File: config.mk
export PLATFORM = sky130hd
export DESIGN_NAME = event_timestamper
export DESIGN_NICKNAME = d
export VERILOG_FILES = /design/src/rtl/timestamp_pkg.sv /design/src/rtl/ts_fifo.sv /design/src/rtl/event_timestamper.sv
export SDC_FILE = /design/constraint.sdc
export NUM_CORES = 1
export LEC_CHECK = 0
export ABC_AREA = 1
export CAP_MARGIN = 20
export CORE_ASPECT_RATIO = 1.75
export CORE_UTILIZATION = 50
export DETAILED_ROUTE_END_ITERATION = 12
export MAX_ROUTING_LAYER = met4
export PLACE_DENSITY = 0.74
export SYNTH_ARGS = -nofsm -noshare
export SYNTH_HDL_FRONTEND = slang
export SYNTH_HIERARCHICAL = 1
export SYNTH_SLANG_ARGS = --single-unit
File: constraint.sdc
create_clock -name CLOCK -period 6.8 [get_ports CLOCK]
set_input_delay 1.36 -clock CLOCK [delete_from_list [all_inputs] [get_ports CLOCK]]
set_output_delay 1.36 -clock CLOCK [all_outputs]
set_load 0.02 [all_outputs]
File: src/rtl/timestamp_pkg.sv
`default_nettype none
// +----------------------------------------------------------------------+
// | timestamp_pkg : shared record type for the event timestamper         |
// | Revision      : 1.0                                                  |
// +----------------------------------------------------------------------+
package timestamp_pkg;

   localparam int TS_W = 32;

   // "time" is reserved in SystemVerilog, hence tstamp
   typedef struct packed {
      logic [TS_W-1:0] tstamp;
      logic [TS_W-1:0] period;
      logic            first;
   } ts_rec_t;

endpackage
`default_nettype wire

File: src/rtl/ts_fifo.sv
`default_nettype none
// +----------------------------------------------------------------------+
// | ts_fifo  : synchronous show-ahead FIFO of timestamp records          |
// | Revision : 1.0                                                       |
// +----------------------------------------------------------------------+
module ts_fifo
   import timestamp_pkg::*;
#(
   parameter int DEPTH = 4
) (
   input  logic                   CLOCK,
   input  logic                   RST,
   input  logic                   i_push,
   input  ts_rec_t                i_data,
   input  logic                   i_pop,
   output ts_rec_t                o_data,
   output logic                   o_valid,
   output logic                   o_push_ok,
   output logic [$clog2(DEPTH):0] o_level
);

   localparam int            c_AW  = $clog2(DEPTH);
   localparam logic [c_AW:0] c_ONE = 1;

   ts_rec_t       r_mem [DEPTH];
   logic [c_AW:0] r_wr_ptr;
   logic [c_AW:0] r_rd_ptr;
   logic          w_empty;
   logic          w_full;
   logic          w_do_pop;
   logic          w_do_push;

   assign w_empty   = (r_wr_ptr == r_rd_ptr);
   assign w_full    = (r_wr_ptr[c_AW] != r_rd_ptr[c_AW]) &&
                      (r_wr_ptr[c_AW-1:0] == r_rd_ptr[c_AW-1:0]);
   assign w_do_pop  = i_pop & ~w_empty;
   // A pop frees the slot being written, so a full FIFO still accepts
   assign o_push_ok = ~w_full | w_do_pop;
   assign w_do_push = i_push & o_push_ok;

   always_ff @(posedge CLOCK) begin
      if (RST) begin
         r_wr_ptr <= '0;
         r_rd_ptr <= '0;
         for (int i = 0; i < DEPTH; i++) begin
            r_mem[i] <= '0;
         end
      end else begin
         if (w_do_push) begin
            r_mem[r_wr_ptr[c_AW-1:0]] <= i_data;
            r_wr_ptr                  <= r_wr_ptr + c_ONE;
         end
         if (w_do_pop) begin
            r_rd_ptr <= r_rd_ptr + c_ONE;
         end
      end
   end

   // Head is taken straight from the storage flops
   assign o_data  = r_mem[r_rd_ptr[c_AW-1:0]];
   assign o_valid = ~w_empty;
   assign o_level = r_wr_ptr - r_rd_ptr;

endmodule
`default_nettype wire

File: src/rtl/event_timestamper.sv
`default_nettype none
// +----------------------------------------------------------------------+
// | event_timestamper : timestamps EVENT rising edges, measures periods  |
// | Revision          : 1.0                                              |
// +----------------------------------------------------------------------+
module event_timestamper
   import timestamp_pkg::*;
#(
   parameter int DEPTH       = 4,
   parameter int SYNC_STAGES = 2
) (
   input  logic                   CLOCK,
   input  logic                   RST,
   input  logic [TS_W-1:0]        COUNTER,
   input  logic                   EVENT,
   input  logic                   ENABLE,
   input  logic                   TS_READY,
   input  logic                   CLR_OVF,
   output logic                   TS_VALID,
   output logic [TS_W-1:0]        TS_TIME,
   output logic [TS_W-1:0]        TS_PERIOD,
   output logic                   TS_FIRST,
   output logic [$clog2(DEPTH):0] LEVEL,
   output logic                   OVERFLOW
);

   logic [SYNC_STAGES-1:0] r_sync;
   logic                   r_prev;
   logic                   r_armed;
   logic                   r_overflow;
   logic [TS_W-1:0]        r_last_time;
   logic                   w_edge;
   logic                   w_push_ok;
   ts_rec_t                w_rec;
   ts_rec_t                w_head;

   assign w_edge = r_sync[SYNC_STAGES-1] & ~r_prev & ENABLE;

   always_comb begin
      w_rec        = '0;
      w_rec.tstamp = COUNTER;
      w_rec.first  = r_armed;
      w_rec.period = r_armed ? '0 : (COUNTER - r_last_time);
   end

   always_ff @(posedge CLOCK) begin
      if (RST) begin
         r_sync      <= '0;
         r_prev      <= 1'b0;
         r_armed     <= 1'b1;
         r_overflow  <= 1'b0;
         r_last_time <= '0;
      end else begin
         r_sync <= {r_sync[SYNC_STAGES-2:0], EVENT};
         r_prev <= r_sync[SYNC_STAGES-1];
         // A dropped record still advances the period reference
         if (w_edge) begin
            r_last_time <= COUNTER;
         end
         if (!ENABLE) begin
            r_armed <= 1'b1;
         end else if (w_edge) begin
            r_armed <= 1'b0;
         end
         if (w_edge && !w_push_ok) begin
            r_overflow <= 1'b1;
         end else if (CLR_OVF) begin
            r_overflow <= 1'b0;
         end
      end
   end

   ts_fifo #(
      .DEPTH (DEPTH)
   ) u_fifo (
      .CLOCK     (CLOCK),
      .RST       (RST),
      .i_push    (w_edge),
      .i_data    (w_rec),
      .i_pop     (TS_READY),
      .o_data    (w_head),
      .o_valid   (TS_VALID),
      .o_push_ok (w_push_ok),
      .o_level   (LEVEL)
   );

   assign TS_TIME   = w_head.tstamp;
   assign TS_PERIOD = w_head.period;
   assign TS_FIRST  = w_head.first;
   assign OVERFLOW  = r_overflow;

endmodule
`default_nettype wire

==> impl_metrics.prom <==
# TYPE chip_impl_metric gauge
chip_impl_info{name="run_status",value="finished clean"} 1
chip_impl_metric{name="synthesized_netlist_cell_count",unit=""} 1759
chip_impl_metric{name="synth_sequential_area_ratio",unit="%"} 54.3
chip_impl_metric{name="hold_slack",unit="ns"} 0.413
chip_impl_info{name="setup.worst_path.class",value="reg2out"} 1
chip_impl_metric{name="postSynthNetCount",unit=""} 1835
chip_impl_metric{name="io_pins",unit=""} 108
chip_impl_metric{name="synth.top_cell.area_share",unit="%"} 48.7
chip_impl_metric{name="area.growth.synth_to_final",unit="%"} 14.3
chip_impl_metric{name="ys_ff_latch",unit=""} 305
chip_impl_metric{name="post-cts-setup-buffers",unit=""} 0
chip_impl_info{name="unrepaired_setup_endpoints_after_global_routing",value="no"} 1
chip_impl_metric{name="clk_transition_reported_paths",unit="ns"} 0.07
chip_impl_metric{name="hold_viol",unit=""} 0
chip_impl_metric{name="insertion_delay",unit="ns"} 0.56
chip_impl_metric{name="detailedPlace.worstSlack",unit="ns"} 1.88
chip_impl_info{name="worst_hold_startpoint",value="r_sync[0]$_SDFF_PP0_"} 1
chip_impl_metric{name="grt.met2_usage",unit="%"} 48.7
chip_impl_metric{name="post-route-period-util",unit="%"} 70.8
chip_impl_info{name="primary_flip_flop_cell_chosen_by_synthesis_mapping",value="sky130_fd_sc_hd__edfxtp_1"} 1
chip_impl_metric{name="cts.sink_count",unit=""} 305
chip_impl_info{name="critical_path.startpoint_type",value="flop"} 1
chip_impl_metric{name="grt_pass1_wl",unit="mm"} 67.7
chip_impl_metric{name="dp.cells",unit=""} 2178
chip_impl_info{name="hp-class",value="reg2reg"} 1
chip_impl_metric{name="post_synth_num_cell_types",unit=""} 40
chip_impl_info{name="post-synth-top-count-cell",value="sky130_fd_sc_hd__nor2_1"} 1
chip_impl_metric{name="floorplan.initialDensity",unit="%"} 50.8
chip_impl_metric{name="power.leakage",unit="nW"} 7.05
chip_impl_metric{name="post-route-cell-area",unit="mm^2"} 0.0183
chip_impl_metric{name="fp-row-count",unit=""} 86
chip_impl_info{name="critical_path.endpoint_type",value="primary output"} 1
chip_impl_metric{name="antenna_cells",unit=""} 0
chip_impl_metric{name="postSynth.asyncResetShare",unit="%"} 0
chip_impl_metric{name="max_freq",unit="MHz"} 208
chip_impl_metric{name="design.core.area",unit="mm^2"} 0.0315
chip_impl_metric{name="cts.hold.buffers_added",unit=""} 0
chip_impl_metric{name="design.die.area",unit="mm^2"} 0.0328
chip_impl_metric{name="grt_max_degree",unit=""} 131
chip_impl_metric{name="avgViaCountPerCell",unit=""} 5.67
chip_impl_metric{name="design_power_total",unit="mW"} 4.32
chip_impl_metric{name="vdd.ir_drop.worst",unit="uV"} 186
chip_impl_metric{name="cp_data_arrival_time",unit="ns"} 3.46
chip_impl_info{name="netlist.top_cell.by_area",value="sky130_fd_sc_hd__edfxtp_1"} 1
chip_impl_metric{name="grt_antenna_before_repair",unit=""} 0
chip_impl_info{name="synth.top_cells.by_area",value="sky130_fd_sc_hd__edfxtp_1, sky130_fd_sc_hd__nor2_1, sky130_fd_sc_hd__dfxtp_1, sky130_fd_sc_hd__nand2_1, sky130_fd_sc_hd__inv_1"} 1
chip_impl_metric{name="grt_util_all_layers",unit="%"} 28.1
chip_impl_metric{name="first_iter_violations",unit=""} 983
chip_impl_metric{name="final.setup_skew",unit="ns"} 0.0134
chip_impl_metric{name="first_global_vias",unit=""} 12400
chip_impl_metric{name="synth-warning-count",unit=""} 6
chip_impl_metric{name="drcViolationCount",unit=""} 0
chip_impl_metric{name="timing.final.setup_violations",unit=""} 0
chip_impl_metric{name="relSlewSlack",unit="%"} 26.3
chip_impl_info{name="reg2reg_from",value="u_fifo/r_wr_ptr[1]$_SDFFE_PP0P_"} 1
chip_impl_metric{name="synth-edff-count",unit=""} 260
chip_impl_metric{name="antenna_left",unit=""} 0
chip_impl_metric{name="die_w",unit="um"} 137
chip_impl_metric{name="io_buffers",unit=""} 107
chip_impl_info{name="post_synth_top_cells",value="sky130_fd_sc_hd__nor2_1, sky130_fd_sc_hd__edfxtp_1, sky130_fd_sc_hd__nand2_1"} 1
chip_impl_metric{name="detail_route.first_pass.iterations",unit=""} 5
chip_impl_metric{name="post_dp_cell_area",unit="mm^2"} 0.0174
chip_impl_info{name="root_buffer",value="sky130_fd_sc_hd__clkbuf_16"} 1
chip_impl_metric{name="tightestPinTransition",unit="ns"} 1.11
chip_impl_metric{name="dp.final_hpwl",unit="mm"} 27.9
chip_impl_metric{name="final_net_count",unit=""} 1889
chip_impl_metric{name="required",unit="ns"} 5.44
chip_impl_metric{name="drv.max_cap_violation_count",unit=""} 0
chip_impl_metric{name="routability_congestion_estimate",unit=""} 0.934
chip_impl_metric{name="routed_wire_length_per_instance",unit="um"} 19.6
chip_impl_metric{name="power.density",unit="mW/mm^2"} 236
chip_impl_metric{name="cts.repair.resized",unit=""} 0
chip_impl_metric{name="vias",unit=""} 12700
chip_impl_metric{name="layout_setup_ws",unit="ns"} 1.98
chip_impl_metric{name="ctsLongestPathBuffers",unit=""} 3
chip_impl_metric{name="global_route.overflow_total",unit=""} 0
chip_impl_metric{name="finalWorstPathRequiredPeriod",unit="ns"} 4.82
chip_impl_metric{name="totalWireLength",unit="mm"} 43.6
chip_impl_metric{name="htree_num_levels",unit=""} 1
chip_impl_metric{name="final_cell_count_no_fill",unit=""} 2230
chip_impl_metric{name="met3_usage",unit="%"} 2.44
chip_impl_info{name="cts_tree",value="done"} 1
chip_impl_metric{name="critical_path.max_fanout",unit=""} 53
chip_impl_metric{name="gr-usage-met1",unit="%"} 31.9
chip_impl_metric{name="cts_inserted_buffers",unit=""} 28
chip_impl_metric{name="post_synth.cell_area_avg",unit="um^2"} 9.11
chip_impl_metric{name="synthesis.area",unit="mm^2"} 0.0160
chip_impl_info{name="grt_most_used_layer",value="met2"} 1
chip_impl_metric{name="report.final.slew_viol_count",unit=""} 0
chip_impl_metric{name="die_h",unit="um"} 239
chip_impl_metric{name="drive_gt1_share",unit="%"} 10.9
==> stage by stage <==
step | TNS, ns | util [%]
floorplan | -60.51 | -
global placement | 0 | 55.1
detailed placement | 0 | 55.1
CTS | 0 | 58.0
global route | 0 | 58.1
finish | 0 | 58.1
==> layout by cell type, fill, tap and decap left out, types with 5 or more instances in the layout <==
| master | count |
|---|---|
| sky130_fd_sc_hd__nor2_1 | 286 |
| sky130_fd_sc_hd__edfxtp_1 | 260 |
| sky130_fd_sc_hd__nand2_1 | 215 |
| sky130_fd_sc_hd__inv_1 | 210 |
| sky130_fd_sc_hd__o21ai_0 | 144 |
| sky130_fd_sc_hd__nor3_1 | 127 |
| sky130_fd_sc_hd__clkdlybuf4s50_1 | 107 |
| sky130_fd_sc_hd__nor3_2 | 74 |
| sky130_fd_sc_hd__o22ai_1 | 65 |
| sky130_fd_sc_hd__a21oi_1 | 47 |
| sky130_fd_sc_hd__dfxtp_1 | 42 |
| sky130_fd_sc_hd__ha_1 | 36 |
| sky130_fd_sc_hd__nand3_1 | 31 |
| sky130_fd_sc_hd__a211oi_1 | 30 |
| sky130_fd_sc_hd__clkbuf_16 | 28 |
| sky130_fd_sc_hd__nand2_2 | 20 |
| sky130_fd_sc_hd__buf_4 | 17 |
| sky130_fd_sc_hd__inv_2 | 12 |
| sky130_fd_sc_hd__nand3_2 | 7 |
| sky130_fd_sc_hd__clkinv_1 | 7 |
| sky130_fd_sc_hd__clkinv_2 | 7 |
| sky130_fd_sc_hd__nand4_1 | 6 |
| sky130_fd_sc_hd__nor2_2 | 5 |
==> routing by layer <==
| layer | up-vias | routed length [um] |
|---|---|---|
| met5 | - | 0 |
| met4 | 0 | 2280 |
| met3 | 111 | 2690 |
| met2 | 521 | 22800 |
| met1 | 5962 | 15900 |
| li1 | 6060 | - |
==> report_power, final <==
group / switching [mW] / internal [mW] / leakage [nW] / total, mW
combinational: 0.391 / 0.203 / 3.55 / 0.595
clock: 0.691 / 0.909 / 0.451 / 1.60
sequential: 0.0285 / 2.10 / 3.05 / 2.13
total: 1.11 / 3.21 / 7.05 / 4.32
==> kinds of logic after synthesis <==
logic type	share of synthesized area, %
buffers and inverters	8.14
flip-flops	54.3
adder cells (fa/ha/maj)	3.06
AO/OA/AOI/OAI	10.3
XOR/XNOR	0.328
AND/OR/NAND/NOR	23.8
==> path summary, 6_finish.rpt <==
kind | end | slack [ns] | cells past startpoint
hold / removal | r_sync[1]$_SDFF_PP0_ | 0.41 | 2
setup reg to reg | u_fifo/r_mem[3][43]$_DFFE_PP_ | 3.39 | 9
hold reg to reg | r_sync[1]$_SDFF_PP0_ | 0.41 | 2
setup / recovery | TS_PERIOD[15] | 1.98 | 5
==> final cells by class <==
class	instances	area, um^2
clock buffers	30	708
multi-input cells	1126	6070
fillers	2724	13200
inverters	225	846
clock inverters	21	225
well taps	396	495
repair buffers	127	1260
flip-flops and latches	305	8720
==> sequential cells by signal (all words and copies together), names as in the netlist, named ones only <==
| name | flops |
|---|---|
| r_prev | 1 |
| u_fifo/r_rd_ptr | 3 |
| u_fifo/r_mem | 260 |
| OVERFLOW | 1 |
| r_last_time | 32 |
| r_armed | 1 |
| u_fifo/r_wr_ptr | 3 |
| r_sync | 2 |
==> worst max-delay path: stages, from the launching register on <==
cell,delay (ns)
sky130_fd_sc_hd__dfxtp_2,0.54
sky130_fd_sc_hd__inv_1,0.46
sky130_fd_sc_hd__buf_4,0.56
sky130_fd_sc_hd__o21ai_0,0.23
sky130_fd_sc_hd__o22ai_1,0.35
sky130_fd_sc_hd__clkdlybuf4s50_1,0.68
Power figures use the tool's default switching activity.
